[src/rtl/zigzag_block_buffer_pp.sv]
// Ring of NUM_BANKS 8x8 coefficient blocks with row-wise writes and a
// per-block zigzag or raster read-out, one coefficient per handshake.
// A new block can be written while earlier blocks are still draining.
module zigzag_block_buffer_pp #(
  parameter int DATA_WIDTH = 8,
  parameter int NUM_BANKS  = 2
) (
  input  logic                               clock,
  input  logic                               reset_n,
  input  logic                               in_valid,
  output logic                               in_ready,
  input  logic [8*DATA_WIDTH-1:0]            in_row_data,
  input  logic                               mode_zigzag,
  output logic                               out_valid,
  input  logic                               out_ready,
  output logic [DATA_WIDTH-1:0]              out_data,
  output logic [5:0]                         out_pos,
  output logic                               out_last,
  output logic [$clog2(NUM_BANKS+1)-1:0]     blocks_pending
);

  // Bank indices are padded to a power-of-two slot count so every bank
  // index maps onto an existing slot; slots beyond NUM_BANKS stay idle.
  localparam int BW    = (NUM_BANKS > 1) ? $clog2(NUM_BANKS) : 1;
  localparam int CW    = $clog2(NUM_BANKS + 1);
  localparam int NSLOT = 1 << BW;
  localparam logic [BW-1:0] LAST_BANK = BW'(NUM_BANKS - 1);

  // Raster address visited at each zigzag scan position.
  localparam logic [5:0] ZZ [64] = '{
    6'd0,  6'd1,  6'd8,  6'd16, 6'd9,  6'd2,  6'd3,  6'd10,
    6'd17, 6'd24, 6'd32, 6'd25, 6'd18, 6'd11, 6'd4,  6'd5,
    6'd12, 6'd19, 6'd26, 6'd33, 6'd40, 6'd48, 6'd41, 6'd34,
    6'd27, 6'd20, 6'd13, 6'd6,  6'd7,  6'd14, 6'd21, 6'd28,
    6'd35, 6'd42, 6'd49, 6'd56, 6'd57, 6'd50, 6'd43, 6'd36,
    6'd29, 6'd22, 6'd15, 6'd23, 6'd30, 6'd37, 6'd44, 6'd51,
    6'd58, 6'd59, 6'd52, 6'd45, 6'd38, 6'd31, 6'd39, 6'd46,
    6'd53, 6'd60, 6'd61, 6'd54, 6'd47, 6'd55, 6'd62, 6'd63
  };

  logic [DATA_WIDTH-1:0] mem_q [NSLOT][64];
  logic [DATA_WIDTH-1:0] mem_d [NSLOT][64];
  logic [NSLOT-1:0]      full_q, full_d;
  logic [NSLOT-1:0]      mode_q, mode_d;
  logic [BW-1:0]         wr_bank_q, wr_bank_d;
  logic [BW-1:0]         rd_bank_q, rd_bank_d;
  logic [2:0]            wr_row_q, wr_row_d;
  logic [5:0]            rd_pos_q, rd_pos_d;
  logic [CW-1:0]         pending_q, pending_d;
  logic                  wr_fire_s;
  logic                  rd_fire_s;
  logic [5:0]            rd_addr_s;

  // Handshake qualifiers, derived only from registered flags.
  always_comb begin
    in_ready  = !full_q[wr_bank_q];
    out_valid = full_q[rd_bank_q];
    wr_fire_s = in_valid && in_ready;
    rd_fire_s = out_valid && out_ready;
  end

  // Write side: store an accepted row and advance row/bank pointers.
  always_comb begin
    mem_d     = mem_q;
    wr_row_d  = wr_row_q;
    wr_bank_d = wr_bank_q;
    if (wr_fire_s) begin
      for (int c = 0; c < 8; c++) begin
        mem_d[wr_bank_q][{wr_row_q, 3'(c)}] =
          in_row_data[8*DATA_WIDTH-1-c*DATA_WIDTH -: DATA_WIDTH];
      end
      if (wr_row_q == 3'd7) begin
        wr_row_d  = 3'd0;
        wr_bank_d = (wr_bank_q == LAST_BANK) ? '0 : wr_bank_q + 1'b1;
      end else begin
        wr_row_d  = wr_row_q + 3'd1;
      end
    end else begin
      wr_row_d = wr_row_q;
    end
  end

  // Full/mode flags and read pointer; a set and a clear on different
  // banks in one cycle both land.
  always_comb begin
    full_d    = full_q;
    mode_d    = mode_q;
    rd_pos_d  = rd_pos_q;
    rd_bank_d = rd_bank_q;
    if (wr_fire_s && (wr_row_q == 3'd7)) begin
      full_d[wr_bank_q] = 1'b1;
      mode_d[wr_bank_q] = mode_zigzag;
    end else begin
      mode_d = mode_q;
    end
    if (rd_fire_s) begin
      if (rd_pos_q == 6'd63) begin
        full_d[rd_bank_q] = 1'b0;
        rd_pos_d          = 6'd0;
        rd_bank_d         = (rd_bank_q == LAST_BANK) ? '0 : rd_bank_q + 1'b1;
      end else begin
        rd_pos_d = rd_pos_q + 6'd1;
      end
    end else begin
      rd_pos_d = rd_pos_q;
    end
    pending_d = '0;
    for (int b = 0; b < NSLOT; b++) begin
      pending_d = pending_d + CW'(full_d[b]);
    end
  end

  // Read mux: everything here comes straight from registers.
  always_comb begin
    rd_addr_s      = mode_q[rd_bank_q] ? ZZ[rd_pos_q] : rd_pos_q;
    out_data       = mem_q[rd_bank_q][rd_addr_s];
    out_pos        = rd_pos_q;
    out_last       = out_valid && (rd_pos_q == 6'd63);
    blocks_pending = pending_q;
  end

  // State registers with synchronous active-low clear.
  always_ff @(posedge clock) begin
    if (!reset_n) begin
      for (int b = 0; b < NSLOT; b++) begin
        for (int i = 0; i < 64; i++) begin
          mem_q[b][i] <= '0;
        end
      end
      full_q    <= '0;
      mode_q    <= '0;
      wr_bank_q <= '0;
      rd_bank_q <= '0;
      wr_row_q  <= 3'd0;
      rd_pos_q  <= 6'd0;
      pending_q <= '0;
    end else begin
      mem_q     <= mem_d;
      full_q    <= full_d;
      mode_q    <= mode_d;
      wr_bank_q <= wr_bank_d;
      rd_bank_q <= rd_bank_d;
      wr_row_q  <= wr_row_d;
      rd_pos_q  <= rd_pos_d;
      pending_q <= pending_d;
    end
  end

endmodule

[config.mk]
export PLATFORM = sky130hd
export DESIGN_NAME = zigzag_block_buffer_pp
export DESIGN_NICKNAME = d
export VERILOG_FILES = /design/src/rtl/zigzag_block_buffer_pp.sv
export SDC_FILE = /design/constraint.sdc
export NUM_CORES = 2
export LEC_CHECK = 0
export ABC_AREA = 1
export BUFFER_PORTS_ARGS = -buffer_cell sky130_fd_sc_hd__buf_2
export CELL_PAD_IN_SITES_DETAIL_PLACEMENT = 0
export CELL_PAD_IN_SITES_GLOBAL_PLACEMENT = 1
export CORE_MARGIN = 5
export CORE_UTILIZATION = 50
export DETAILED_ROUTE_END_ITERATION = 10
export PLACE_DENSITY = 0.95
export SLEW_MARGIN = 20
export SYNTH_ARGS = -nofsm -noshare
export SYNTH_HDL_FRONTEND = slang
export SYNTH_SLANG_ARGS = --single-unit
[constraint.sdc]
create_clock -name clock -period 4.2 [get_ports clock]
set_input_delay 0.84 -clock clock [delete_from_list [all_inputs] [get_ports clock]]
set_output_delay 0.84 -clock clock [all_outputs]
set_load 0.01 [all_outputs]
# Word level (Yosys, flattened, before mapping)
# Memory sizes are Yosys's and may differ from the RTL's.
# Index checks and enable logic that the tools add are counted.
[word_totals]
register_bits = 1041
rom_bits = 384
out_inout_bits = 19
elab_cells = 268
n_memories = 1
[classes]
add_sub_neg = 5
magnitude_cmp = 25
n_eq_ne = 2
mux = 67
bitwise_logic = 15
n_reduce_logical = 18
[mem_list]
columns = ["name", "depth", "word_bits", "read_ports", "rd_ports_with_merged_regs", "write_ports", "line_no", "rtl"]
rows = [
  ["(no name shown)", 64, 6, 1, 0, 0, "115", "rd_addr_s = mode_q[rd_bank_q] ? ZZ[rd_pos_q] : rd_pos_q;"],
]
[ops]
columns = ["op", "n"]
rows = [
  ["$bwmux W1024", 8],
  ["$mux W512", 11],
  ["$demux W512 S1", 8],
  ["$demux W8 S6", 8],
  ["$mux W8", 10],
  ["$ge A7 B7 Y1 const B", 10],
  ["$not A6 Y7", 10],
  ["$lt A7 B1 Y1 const B", 8],
  ["$bmux W8 S6", 1],
  ["$mux W6", 4],
  ["$logic_and A1 B1 Y1", 15],
  ["$mux W1", 10],
  ["$add A6 B1 Y6 const B", 1],
  ["$eq A6 B6 Y1 const B", 1],
  ["$mux W2", 3],
  ["$ge A2 B2 Y1 const B", 2],
  ["$lt A1 B2 Y1 const B", 2],
  ["$not A1 Y2", 2],
  ["$reduce_and A2 Y1", 2],
  ["$add A3 B1 Y3 const B", 1],
  ["$eq A3 B3 Y1 const B", 1],
  ["$mux W3", 1],
  ["$add A1 B1 Y1 const B", 2],
  ["$add A1 B1 Y2", 1],
  ["8 further kinds", 10],
]

# Logic depth before layout (Yosys ltp)
[depth]
depth_word = 15
ltp_mapped = 19

# Worst setup path before layout
# Ideal clock, no wire load.
[synth_path]
path_kind = "register to output"
start = "register rd_pos_q[1], in the netlist out_pos[1]"
end = "output out_data[1]"
arrival_ns = 2.478
required_time_ns = 3.360
path_slack_ns = 0.882
stages_incl_launch_ff = 19
path_buffers = 2
cell_sequence = "dfxtp_1 > inv_1 > ha_1 > inv_1 > nand2_1 > nand3_1 > nand3_1 > nand2_1 > nand3_2 > nand2_2 > buf_4 > buf_2 > nand3_1 > nand3_1 > nand3_1 > nand3_1 > nand3_1 > nand3_1 > nand2_1"
[synth_between]
elab_chain_cells = 9
[synth_rtl]
columns = ["item", "line_no", "rtl"]
rows = [
  ["start, declared", "48", "logic [5:0] rd_pos_q, rd_pos_d;"],
  ["start signal, assigned", "144", "rd_pos_q <= rd_pos_d;"],
  ["$not A6 Y7 (implied by the code)", "115", ""],
  ["$mem_v2 Z64 W6", "n/a", ""],
  ["$mux W6 (implied by the code) (2 in series)", "115", ""],
  ["$mux W6 (*)", "115", ""],
  ["$not A6 Y7 (implied by the code) (*)", "116", "out_data = mem_q[rd_bank_q][rd_addr_s];"],
  ["$bmux W8 S6 (*)", "116", ""],
  ["$mux W8 (implied by the code) (*) (2 in series)", "116", ""],
  ["end, declared", "16", "output logic [DATA_WIDTH-1:0] out_data,"],
]
# Every way passes the cells marked *; elsewhere a longest branch is shown, timed or not. The select of a mux whose other input is x is not followed.

# Worst setup path after layout
[layout_path]
start = "register rd_pos_q[1], in the netlist out_pos[1]"
end = "output out_data[3]"
# The elaborated chain is that of the path after synthesis.

==> run summary <==
The run finished, with violations left. The checks that failed: negative setup slack. The worst setup path is launched from a flop. The number of clock buffers inserted by TritonCTS was 108; the initial cell density of the core was 0.505. Clock latency on the worst-skew pair, taken at its later pin, is 700 ps. The clock edge transition at the registers on the reported setup and hold paths was 60 ps; the number of nets produced by synthesis was 6773. The floorplan step defined a die boundary enclosing 101000 µm². The most used flip-flop cell after synthesis is sky130_fd_sc_hd__dfxtp_1. The share of synthesized flip-flops with an asynchronous set or reset was 0; the ratio of cells with drive above 1 in the final layout was 0.122. For the total standard cell area after synthesis, the log shows 47200 µm². OpenSTA, run right after detailed placement, puts the worst setup slack at 171 ps. The detailed router finished its first iteration with 6277 violations.

The number of port buffers came out at 87. The clock sink count was 1041; the number of global-route vias before repair was 44.2k. After technology mapping, the gate count stands at 6688. The run gives -484 ps as the total negative slack for setup checks.

The endpoint identified for the worst register-to-register timing path is mem_q[515]. In this run the deepest clock path goes through 3 buffers. Summed over all nets, wire length on met2 after detailed routing comes to 80.3 mm. The critical path is of the flop to output port type. Summed over all layers, the global routing overflow is 0. The achievable frequency came out at 0.234 GHz.

Along the worst path, the maximum fanout reaches 6. At the pin with the least slew margin, the transition time is 1210 ps. Averaged over all synthesized cells, the footprint is 7.06 µm². Yosys mapped a number of flops with a built-in enable equal to 0.

The DRC violation count after routing was 0. In this run, distinct cell masters in the synthesized netlist total 35. In the routed layout, each cell is associated on average with a via count of 6.02. The headroom to the max-slew limit was 0.189. Across the run, the number of max-cap violations was 0.

The post-route clock skew was 38.7 ps; the minimum setup slack among reg-to-reg paths was 1000 ps. Number of fillers in the final layout: 8334. Of all cell types, the one taking the most synthesized area is sky130_fd_sc_hd__dfxtp_1.

STA classifies the critical path endpoint as an output port. The tools report the count of H-tree levels built during CTS as 3. The worst min-delay path endpoint is mode_q[1].

Counting cells, the worst reg-to-reg path comes to 8. The setup slack after layout came out at -76.3 ps. The final period demand of the worst path came out at 4280 ps.

Along the worst hold path, the cell count comes to 3. Classification of the worst-slack hold path: input port to flop. The area share of the largest cell type after synthesis came out at 0.441.

TritonCTS built the clock tree. For the endpoint required time on the critical path, the log shows 3360 ps. The count of final hold-check violations was 0.

The post-route core utilization is 0.599, and the synthesis-stage register bit count is 1041. The tools report the number of antenna violations at the first check in global routing as 20. The first global-routing pass estimated 272 mm of wire.

The share of the yosys chip area belonging to registers is 0.441. The data arrival time of the critical path is 3440 ps, and the per-cell routed wire length is 23.1 µm. VDD sags by at most 0.362 mV. The portion of the clock cycle consumed by the worst path in the final layout came out at 1.02. Origin of the critical flop-to-flop path: wr_bank_q. Entering global routing, the biggest net connects 132 pins. The leakage power total came out at 0.0217 µW. For this block, wires on met1 add up to 71.0 mm.

The floorplan has 112 rows. The region available for standard cell placement spans 93500 µm². The number of max-slew violations in the final report was 0; the detailed route wirelength on metal3 was 19.7 mm. The final route contains 47.5k vias. The HPWL after detailed placement is 95.3 mm. The highest layer touched by signal routing is met5. From synthesis to final layout, the design area changed by 18.6%. Setup repair after global routing could not meet its margin everywhere. By area the synthesized netlist is led by sky130_fd_sc_hd__dfxtp_1 44%, sky130_fd_sc_hd__nor2_1 17%, sky130_fd_sc_hd__o21ai_0 11%. The logs give 0.346 for the global-route usage over all layers and 0 for the yosys synthesis warning count. In this run the count of I/O pins placed on the die edge is 88.

The total iterations of the first detailed-routing run came out at 6. The power density normalized to cell area came out at 389 nW/µm². Setup violations remaining at the end of the flow were counted as 8. Once detail routing completed, the nets flagged for antenna violations numbered 0.

The die is 317 µm tall. In this run the clock root is driven by a sky130_fd_sc_hd__clkbuf_16. The net count of the finished layout is 6616.

The die is 317 µm wide. Total detailed-routing wirelength: 182 mm. The worst hold path begins at mode_zigzag.

The run gives 0.866 as the last weighted congestion value of the routability-driven placer.
==> worst max-delay path, stage by stage, from the launching register on <==
cell and delay, ps:
sky130_fd_sc_hd__dfxtp_2 360, sky130_fd_sc_hd__inv_2 70, sky130_fd_sc_hd__ha_4 240, sky130_fd_sc_hd__buf_4 140, sky130_fd_sc_hd__nand2_1 60, sky130_fd_sc_hd__nand3_1 90
sky130_fd_sc_hd__nand3_1 100, sky130_fd_sc_hd__nand2_1 70, sky130_fd_sc_hd__nand2_2 110, sky130_fd_sc_hd__nand2_4 80, sky130_fd_sc_hd__nand2_8 140, sky130_fd_sc_hd__nand2_8 150
sky130_fd_sc_hd__buf_16 200, sky130_fd_sc_hd__buf_4 140, sky130_fd_sc_hd__nand3_4 90, sky130_fd_sc_hd__nand3_4 120, sky130_fd_sc_hd__nand3_2 100, sky130_fd_sc_hd__nand3_2 80
sky130_fd_sc_hd__nand3_2 80, sky130_fd_sc_hd__nand2_4 120, sky130_fd_sc_hd__buf_6 160
==> per-stage QoR <==
step                      cell area [µm²]  total power [µW]  std cells  hold slack, ps
after floorplan                     47200             11200       6688             455
after global placement              48600             11700       7564             461
after detailed placement            48600             11700       7564             470
after CTS                           55100             21800       7845             402
after global routing                56000             22400       7881             447
final                               56000             21800       7886             418
==> area by class of cell <==
type	instances	area [µm²]	area share
multi-input combinational	4985	25100	0.448
sequential	1041	20900	0.372
timing repair buffer	334	4450	0.0794
clock buffer	146	3120	0.0557
tap	1254	1570	0.0280
clock inverter	55	643	0.0115
inverter	61	260	0.00465
antenna	10	25.0	0.000447
==> per-layer routing <==
metal  track usage  vias to the layer above
li1              -                    21738
met1         0.447                    22271
met2         0.539                     2843
met3        0.0740                      629
met4         0.196                       14
met5             0                        -
==> flip-flops by register name, summed over array words and instances (netlist names) <==
register        count
out_pos             6
full_q              2
mem_q            1024
blocks_pending      2
wr_bank_q           1
wr_row_q            3
rd_bank_q           1
mode_q              2
==> cell families after synthesis <==
kind of cell / share of synthesized area
xor+xnor: 0.000185
buf+inv: 0.0580
fa+ha+maj: 0.00424
simple gates: 0.307
mux: 0.0746
compound gates: 0.115
flops: 0.441
==> report_power, final <==
group / total (µW) / switching, µW / internal [µW] / leakage, µW
Clock: 10200 / 4250 / 5950 / 0.00184
Sequential: 10200 / 102 / 10100 / 0.00842
Combinational: 1410 / 983 / 423 / 0.0115
==> placed cells by master, fill, tap and decap left out, drive strengths merged <==
cell type,count
a211oi,2
a21oi,15
a22oi,1
a31oi,1
buf,318
bufbuf,4
bufinv,12
clkbuf,158
clkinv,37
clkinvlp,15
dfxtp,1041
diode,10
ha,16
inv,52
mux2i,352
nand2,589
nand3,773
nand4,81
nor2,2085
nor3,13
nor3b,1
o211ai,6
o21ai,1043
o221ai,1
o22ai,1
o311ai,1
o32ai,1
or2,2
xor2,1
==> how the worst max path moves through the flow <==
stage               startpoint           to  slack [ps]
finish              out_pos[1]  out_data[3]         -80
global route        out_pos[1]  out_data[0]        -210
CTS                 out_pos[1]  out_data[3]         -30
detailed placement  out_pos[0]  out_data[1]         170
global placement    out_pos[0]  out_data[1]         150
floorplan           out_pos[1]  out_data[1]         880
==> timing repair <==
item / in CTS / in global routing
endpoints found under the setup margin: 8 / 8
hold endpoints to repair: 0 / 0
gates cloned: 35 / 14
setup buffers: 45 / 19
resized for setup: 257 / 100
pin swaps: 63 / 64
hold buffers: 0 / 0
==> Yosys cell counts (all sizes together), types with 15 or more instances <==
cell type,number
ha,16
nand4,81
nand2,585
o21ai,1043
mux2i,352
clkbuf,461
nor2,2085
dfxtp,1041
a21oi,15
nand3,773
buf,144
inv,60
(Power assumes the default switching activity.)
